===== src/rtl/nonce_collector.sv =====
// -----------------------------------------------------------------------------
// nonce_collector
//
// Two-slot result buffer in front of the SPI result formatter. Core 1 owns
// slot 1 and core 2 owns slot 2. A captured nonce is corrected for the core
// pipeline lag (raw - NONCE_OFFSET, modulo 2^32) and tagged with the chip ID.
// The formatter retires the oldest valid slot with result_ack.
//
// Ports
//   clk                 clock
//   reset_n             asynchronous active-low reset
//   chip_id             static chip ID, sampled when a slot captures
//   core1_found/_nonce  found pulse and raw nonce from hash core 1
//   core2_found/_nonce  found pulse and raw nonce from hash core 2
//   result_ack          retire the oldest valid slot (ignored when empty)
//   flush               clear both slots; drop_count is kept
//   nonce1_output       slot 1 word {chip_id, adjusted nonce}
//   nonce2_output       slot 2 word {chip_id, adjusted nonce}
//   nonce_mark          1 = slot 1 is the most recent capture
//   nonce_mark_counter  number of valid slots (0..2)
//   nonce_irq           high while any slot is valid
//   drop_count          saturating count of reports lost to a full slot
// -----------------------------------------------------------------------------
module nonce_collector #(
  parameter logic [31:0] NONCE_OFFSET = 32'd2,
  parameter int          CHIP_ID_W    = 8
) (
  input  logic                    clk,
  input  logic                    reset_n,
  input  logic [CHIP_ID_W-1:0]    chip_id,
  input  logic                    core1_found,
  input  logic [31:0]             core1_nonce,
  input  logic                    core2_found,
  input  logic [31:0]             core2_nonce,
  input  logic                    result_ack,
  input  logic                    flush,
  output logic [CHIP_ID_W+31:0]   nonce1_output,
  output logic [CHIP_ID_W+31:0]   nonce2_output,
  output logic                    nonce_mark,
  output logic [1:0]              nonce_mark_counter,
  output logic                    nonce_irq,
  output logic [7:0]              drop_count
);

  typedef enum logic {
    EMPTY = 1'b0,
    FULL  = 1'b1
  } slot_state_t;

  slot_state_t state1_q, state2_q;
  slot_state_t state1_d, state2_d;

  // Per-cycle event strobes decoded from the current slot states.
  logic       valid1, valid2;
  logic       ret1, ret2;
  logic       cap1, cap2;
  logic       drop1, drop2;
  logic       next_valid1, next_valid2;
  logic       mark_d;
  logic [1:0] count_d;
  logic       irq_d;
  logic [7:0] drop_d;

  // Saturating add for the drop counter (0, 1 or 2 per cycle).
  function automatic logic [7:0] sat_add_drop(input logic [7:0] cnt,
                                              input logic [1:0] inc);
    logic [8:0] sum;
    sum = {1'b0, cnt} + {7'd0, inc};
    return sum[8] ? 8'hFF : sum[7:0];
  endfunction

  // Pipeline-lag correction; wraps modulo 2^32 by construction.
  function automatic logic [31:0] adjust_nonce(input logic [31:0] raw);
    return raw - NONCE_OFFSET;
  endfunction

  // ---------------------------------------------------------------------------
  // Slot state registers
  // ---------------------------------------------------------------------------
  always_ff @(posedge clk or negedge reset_n) begin
    if (!reset_n) begin
      state1_q <= EMPTY;
      state2_q <= EMPTY;
    end else begin
      state1_q <= state1_d;
      state2_q <= state2_d;
    end
  end

  // ---------------------------------------------------------------------------
  // Slot next-state logic. A FULL slot that is retired and refilled in the
  // same cycle simply stays FULL.
  // ---------------------------------------------------------------------------
  always_comb begin
    state1_d = state1_q;
    unique case (state1_q)
      EMPTY: if (cap1) state1_d = FULL;
      FULL:  if (flush || (ret1 && !cap1)) state1_d = EMPTY;
      default: state1_d = EMPTY;
    endcase

    state2_d = state2_q;
    unique case (state2_q)
      EMPTY: if (cap2) state2_d = FULL;
      FULL:  if (flush || (ret2 && !cap2)) state2_d = EMPTY;
      default: state2_d = EMPTY;
    endcase
  end

  // ---------------------------------------------------------------------------
  // Event decode: retire first, then capture; flush overrides both and
  // swallows found pulses without counting them as drops.
  // ---------------------------------------------------------------------------
  always_comb begin
    valid1 = (state1_q == FULL);
    valid2 = (state2_q == FULL);
    ret1   = 1'b0;
    ret2   = 1'b0;
    cap1   = 1'b0;
    cap2   = 1'b0;
    drop1  = 1'b0;
    drop2  = 1'b0;

    if (!flush) begin
      if (result_ack) begin
        // With both valid, mark=1 means slot 1 is newer so slot 2 is oldest.
        if (valid1 && valid2) begin
          if (nonce_mark) ret2 = 1'b1;
          else            ret1 = 1'b1;
        end else if (valid1) begin
          ret1 = 1'b1;
        end else if (valid2) begin
          ret2 = 1'b1;
        end
      end

      cap1  = core1_found && (!valid1 || ret1);
      drop1 = core1_found && valid1 && !ret1;
      cap2  = core2_found && (!valid2 || ret2);
      drop2 = core2_found && valid2 && !ret2;
    end

    next_valid1 = !flush && ((valid1 && !ret1) || cap1);
    next_valid2 = !flush && ((valid2 && !ret2) || cap2);
    count_d     = {1'b0, next_valid1} + {1'b0, next_valid2};
    irq_d       = (count_d != 2'd0);

    // Simultaneous capture treats slot 1 as older (mark 0). After a retire
    // that leaves one slot, the mark simply names that slot. With nothing
    // left the mark keeps its last value.
    mark_d = nonce_mark;
    if (cap1 && cap2) begin
      mark_d = 1'b0;
    end else if (cap1) begin
      mark_d = 1'b1;
    end else if (cap2) begin
      mark_d = 1'b0;
    end else if ((ret1 || ret2) && (next_valid1 ^ next_valid2)) begin
      mark_d = next_valid1;
    end

    drop_d = sat_add_drop(drop_count, {1'b0, drop1} + {1'b0, drop2});
  end

  // ---------------------------------------------------------------------------
  // Slot data: written only on capture, so it is frozen while the slot is
  // FULL and left in place (only invalidated) when retired.
  // ---------------------------------------------------------------------------
  always_ff @(posedge clk or negedge reset_n) begin
    if (!reset_n) begin
      nonce1_output <= '0;
      nonce2_output <= '0;
    end else begin
      if (cap1) nonce1_output <= {chip_id, adjust_nonce(core1_nonce)};
      if (cap2) nonce2_output <= {chip_id, adjust_nonce(core2_nonce)};
    end
  end

  // ---------------------------------------------------------------------------
  // Registered flags
  // ---------------------------------------------------------------------------
  always_ff @(posedge clk or negedge reset_n) begin
    if (!reset_n) begin
      nonce_mark         <= 1'b0;
      nonce_mark_counter <= 2'd0;
      nonce_irq          <= 1'b0;
      drop_count         <= 8'd0;
    end else begin
      nonce_mark         <= mark_d;
      nonce_mark_counter <= count_d;
      nonce_irq          <= irq_d;
      drop_count         <= drop_d;
    end
  end

endmodule


===== config.mk =====
export PLATFORM = sky130hd
export DESIGN_NAME = nonce_collector
export DESIGN_NICKNAME = d
export VERILOG_FILES = /design/src/rtl/nonce_collector.sv
export SDC_FILE = /design/constraint.sdc
export NUM_CORES = 1
export LEC_CHECK = 0
export ABC_AREA = 1
export BUFFER_PORTS_ARGS = -buffer_cell sky130_fd_sc_hd__buf_2
export CAP_MARGIN = 20
export CORE_MARGIN = 2
export CORE_UTILIZATION = 35
export CTS_CLUSTER_SIZE = 8
export DETAILED_ROUTE_END_ITERATION = 6
export GPL_ROUTABILITY_DRIVEN = 1
export PLACE_DENSITY_LB_ADDON = 0.12
export REMOVE_ABC_BUFFERS = 1
export SETUP_SLACK_MARGIN = 0.02
export SLEW_MARGIN = 5
export SYNTH_ARGS = -nofsm -noshare
export SYNTH_HDL_FRONTEND = slang
export SYNTH_SLANG_ARGS = --single-unit

===== constraint.sdc =====
create_clock -name clk -period 2.42 [get_ports clk]
set_input_delay 0.242 -clock clk [delete_from_list [all_inputs] [get_ports clk]]
set_output_delay 0.242 -clock clk [all_outputs]
set_load 0.02 [all_outputs]

==> results.md <==
Clock tree:
- The post-CTS setup buffer count is 0.
- The clock insertion delay at the later pin of the skew report is around 0.35 ns.
- The clock drives 94 sinks.
- The number of H-tree levels is 3.
- The number of clock buffers inserted by TritonCTS is 9.
- CTS placed an instance of sky130_fd_sc_hd__clkbuf_16 at the clock tree root.
- The TritonCTS clock tree is built.
- Clock-pin slew was measured on the worst setup and hold paths at roughly 0.07 ns.
- The worst-case clock buffer depth is 2.

Cells and area:
- Measured on the finished design, the core utilization comes to approximately 46%.
- The number of antenna diodes in the final layout is 0.
- After routing the design area is approximately 6700 um^2.
- After the last flow step, the layout net total stands at about 1,000.
- The layout cell share with drive strength beyond 1 is between 20% and 30%.
- The fill cell instance count of the final layout is 1,587.
- From synthesis to final layout, the design area changed by 26.8%.

Pwr:
- Of the total power, the share spent switching nets is roughly a third.
- For this design the ratio of total power to cell area is 725 nW/um^2.
- Combinational cells account for around 28% of the total power.
- Cell internal power was estimated by the tool at ~3200 uW.
- Sequential cells account for 41.8% of the total power.
- Of the total power, the clock network draws a little under a third.
- In this run the power spent charging and discharging nets is ~1700 uW.
- The leakage power of the design is 0.00347 uW.
- VDD sags by at most approximately 0.00042 V.

Min path:
- The worst hold path begins at core1_nonce[0].
- The min-delay analysis places its worst path in the category input pin to register.

Synth:
- The sequential fraction of the synthesis area is between 40% and 50%.
- The mean instance size in the synthesized netlist is approximately 7.1 um^2.
- The cell area that synthesis handed to floorplanning was 5290 um^2.
- In the post-synthesis netlist, the biggest area contributors are sky130_fd_sc_hd__dfrtp_1 (45%), sky130_fd_sc_hd__nand2_1 (20%), sky130_fd_sc_hd__nor2_1 (8.2%).
- The top cell type by area accounts for between 40% and 50% of the synthesized area.
- The synthesized instance count is between 700 and 800.
- The synthesized netlist contains 31 unique library cells.
- The cell type with the highest aggregate area in the netlist is sky130_fd_sc_hd__dfrtp_1.
- The total of warnings raised by yosys is 0.
- The count of state elements after synthesis is 94.

Critical path:
- The source of the worst register-to-register timing path is state2_q$_DFF_PN0_.
- The sort of element at the end of the critical path is a register.
- The kind of critical path is register to register.
- The arrival time at the worst endpoint is ~2.6 ns.
- The worst setup path is launched from a register.
- The worst register-to-register path has a depth of 12.
- Of all nets on the critical path, the largest fanout is 3.
- Setup slack on the worst reg-to-reg path comes out at 0.15 ns.
- The endpoint identified for the worst register-to-register timing path is drop_count[4]$_DFF_PN0_.
- In this run the worst setup path begins at state2_q$_DFF_PN0_.
- Data on the critical path is required at its endpoint by 2.70 ns.
- The critical path goes through nand2_1 > o21ai_2 > or2_2 > fa_1 > inv_1 > ha_1 > nand2_1 > buf_4 > nor2_1 > inv_1 > or2_2 > nand3_1.
- On the worst path, the slowest cell contributes a delay of 0.41 ns.
- In this run the worst setup path terminates at drop_count[4]$_DFF_PN0_.
- The slowest stage of the critical path is the sky130_fd_sc_hd__dfrtp_1 cell.

Drt:
- In the final routed layout, each cell accounts on average for about 13 um.
- The count of nets left with antenna violations once routing finished came out at 0.
- The number of vias after detailed routing is approximately 5,100.
- Using the TritonRoute via totals, the vias-per-cell ratio works out to approximately 4.6.
- In this run the top signal layer used is met4.
- The starting DRC count in detailed routing is ~250.
- The routed design uses between 700 and 800 um of met3 wire.
- For this run, design rule violations remaining after detail routing come to 0.
- The first detailed-routing pass took 4 iterations.
- Wires add up to ~15,000 um.
- The routed metal-1 wirelength is between 6000 and 7000 um.
- Summed over all nets, wire length on met2 after detailed routing comes to between 7000 and 8000 um.

Timing:
- For the pin with the worst max-slew slack, the measured transition is roughly 0.46 ns.
- Dividing the final minimum period by the clock period gives 93.7%.
- The total count of max-transition violations in the final report came to 0.
- Setup repair after global routing left no endpoint under its margin.
- The worst clock skew is just over 0.01 ns.
- Headroom to the max-slew limit came out at 69.3%.
- The timing-limited maximum frequency is between 400 and 500 MHz.
- The count of endpoints failing setup in the final report is 0.
- The final hold violation count is 0.
- The minimum clock period is ~2.3 ns.
- Across all hold checks on the routed design, the worst slack comes to roughly 0.10 ns.
- Summed over all failing endpoints, the final setup total negative slack is 0 ns.

Placed design:
- The half-perimeter wire length after detailed placement is between 10,000 and 15,000 um.
- The congestion estimate from routability-driven global placement came to 0.860.
- The placed instance area is approximately 6400 um^2.
- The number of port buffers is 169.

Floorplanning:
- Measured along the x axis, the die boundary spans about 130 um.
- The die covers 16,100 um^2.
- The core footprint is 14,600 um^2.
- The die extent in y is 127 um.
- The boundary pin count is 170.
- The floorplan has 44 rows.
- For this configuration, the core starts out at a cell density of roughly 36%.

Global route:
- The via count of the first global-routing pass was 4,887.
- The wire length of the first global-routing pass is 23,800 um.
- The number of antenna violations at the first check in global routing is 0.
- Entering global routing, the biggest net connects 44 pins.
- The total track usage is a little under a fifth.
- After global routing the overflow that remains totals 0.

Run:
- Max-cap violations in this run came to 0.

Status:
- The run finished with clean final reports.
cell families (layout without fill, tap and decap cells):
group / count (synthesis) / after routing / share of synthesized area [%]
simple gates: 461 / 461 / 35.4
flops: 94 / 94 / 44.5
buf+inv: 83 / 265 / 6.65
compound gates: 72 / 72 / 7.58
xor+xnor: 26 / 26 / 4.31
fa+ha+maj: 6 / 6 / 1.56
layout make-up:
class / count / area (um^2) / share of cell area, %
multi-input cells: 565 / 2600 / 38.8
flip-flops and latches: 94 / 2350 / 35.1
repair buffers: 183 / 968 / 14.4
inverters: 66 / 248 / 3.70
clock buffers: 10 / 239 / 3.56
well taps: 184 / 230 / 3.43
clock inverters: 6 / 67.6 / 1.01
power by group through the flow:
stage	Sequential (uW)	Clock, uW	Combinational, uW
floorplan	2430	0	416
global placement	2060	0	1380
detailed placement	2060	0	1380
CTS	2040	1520	1390
global route	2080	1580	1510
finish	2030	1470	1360
cell usage after synthesis (all sizes together):
| library cell | number |
|---|---|
| o21ai | 59 |
| nand3 | 37 |
| buf | 12 |
| clkbuf | 5 |
| nand4 | 15 |
| xnor2 | 16 |
| nand2 | 279 |
| a21oi | 2 |
| ha | 5 |
| fa | 1 |
| nor3 | 1 |
| dfrtp | 94 |
| nor2 | 126 |
| a31oi | 5 |
| or2 | 2 |
| nor4 | 1 |
| o21bai | 6 |
| inv | 66 |
| xor2 | 10 |
sequential cells by signal, summed over array words and instances, names as in the netlist:
register,flops
nonce1_output,40
nonce_mark_counter,2
nonce_mark,1
nonce_irq,1
state1_q,1
state2_q,1
nonce2_output,40
drop_count,8
worst min-delay path by stage:
| stage | to | slack [ns] | cells past startpoint |
|---|---|---|---|
| 2_1_floorplan | drop_count[0]$_DFF_PN0_ | -0.05 | 0 |
| 3_3_place_gp | nonce_mark_counter[0]$_DFF_PN0_ | 0.14 | 1 |
| 3_5_place_dp | nonce_irq$_DFF_PN0_ | 0.13 | 1 |
| 4_1_cts | nonce1_output[0]$_DFFE_PN0P_ | 0.09 | 3 |
| 5_1_grt | nonce1_output[0]$_DFFE_PN0P_ | 0.09 | 3 |
| 6_report | nonce1_output[0]$_DFFE_PN0P_ | 0.10 | 3 |
critical path: cells and delay by family, from the launching register on:
| family | cells | cell delay (ns) |
|---|---|---|
| buffers and inverters | 3 | 0.27 |
| and+or+nand+nor | 6 | 0.90 |
| DFF | 1 | 0.41 |
| AOI/OAI and AO/OA | 1 | 0.07 |
| adders and majority gates | 2 | 0.55 |
layout by cell type (no fill, tap or decap), types with 2 or more instances in the layout:
master / Yosys / final
sky130_fd_sc_hd__nand2_1: 276 / 275
sky130_fd_sc_hd__buf_2: 7 / 168
sky130_fd_sc_hd__nor2_1: 116 / 116
sky130_fd_sc_hd__dfrtp_1: 94 / 94
sky130_fd_sc_hd__inv_1: 64 / 64
sky130_fd_sc_hd__o21ai_0: 47 / 47
sky130_fd_sc_hd__nand3_1: 36 / 36
sky130_fd_sc_hd__xnor2_1: 16 / 16
sky130_fd_sc_hd__nand4_1: 15 / 15
sky130_fd_sc_hd__buf_4: 2 / 13
sky130_fd_sc_hd__o21ai_1: 10 / 10
sky130_fd_sc_hd__xor2_1: 10 / 10
sky130_fd_sc_hd__clkbuf_16: 0 / 9
sky130_fd_sc_hd__nor2_2: 8 / 8
sky130_fd_sc_hd__o21bai_1: 6 / 6
sky130_fd_sc_hd__a31oi_1: 5 / 5
sky130_fd_sc_hd__ha_1: 5 / 5
sky130_fd_sc_hd__nand2_2: 3 / 4
sky130_fd_sc_hd__or2_2: 2 / 2
sky130_fd_sc_hd__inv_2: 2 / 2
sky130_fd_sc_hd__nor2_4: 2 / 2
sky130_fd_sc_hd__clkinvlp_4: 0 / 2
sky130_fd_sc_hd__inv_6: 0 / 2
layer usage:
| layer | GRT usage (%) | vias up |
|---|---|---|
| met5 | 0 | - |
| met4 | 5.11 | 0 |
| met3 | 4.18 | 11 |
| met2 | 32.4 | 115 |
| met1 | 23.3 | 2269 |
| li1 | - | 2675 |
stage by stage:
step           instances  total power, uW  worst slack (ns)
2_1_floorplan        725             2840            0.0860
4_1_cts             1108             4940             0.128
3_5_place_dp        1091             3450          -0.00744
5_1_grt             1108             5170            0.0367
3_3_place_gp        1091             3440            0.0338
6_report            1108             4860             0.153
timing repair:
| item | in CTS | in global routing |
|---|---|---|
| pin swaps | 1 | 0 |
| hold buffers | 1 | 0 |
| endpoints found under the setup margin | 3 | 6 |
| endpoints found under the hold margin | 15 | 0 |
| gates resized for setup | 1 | 2 |
Power figures use the tool's default switching activity.
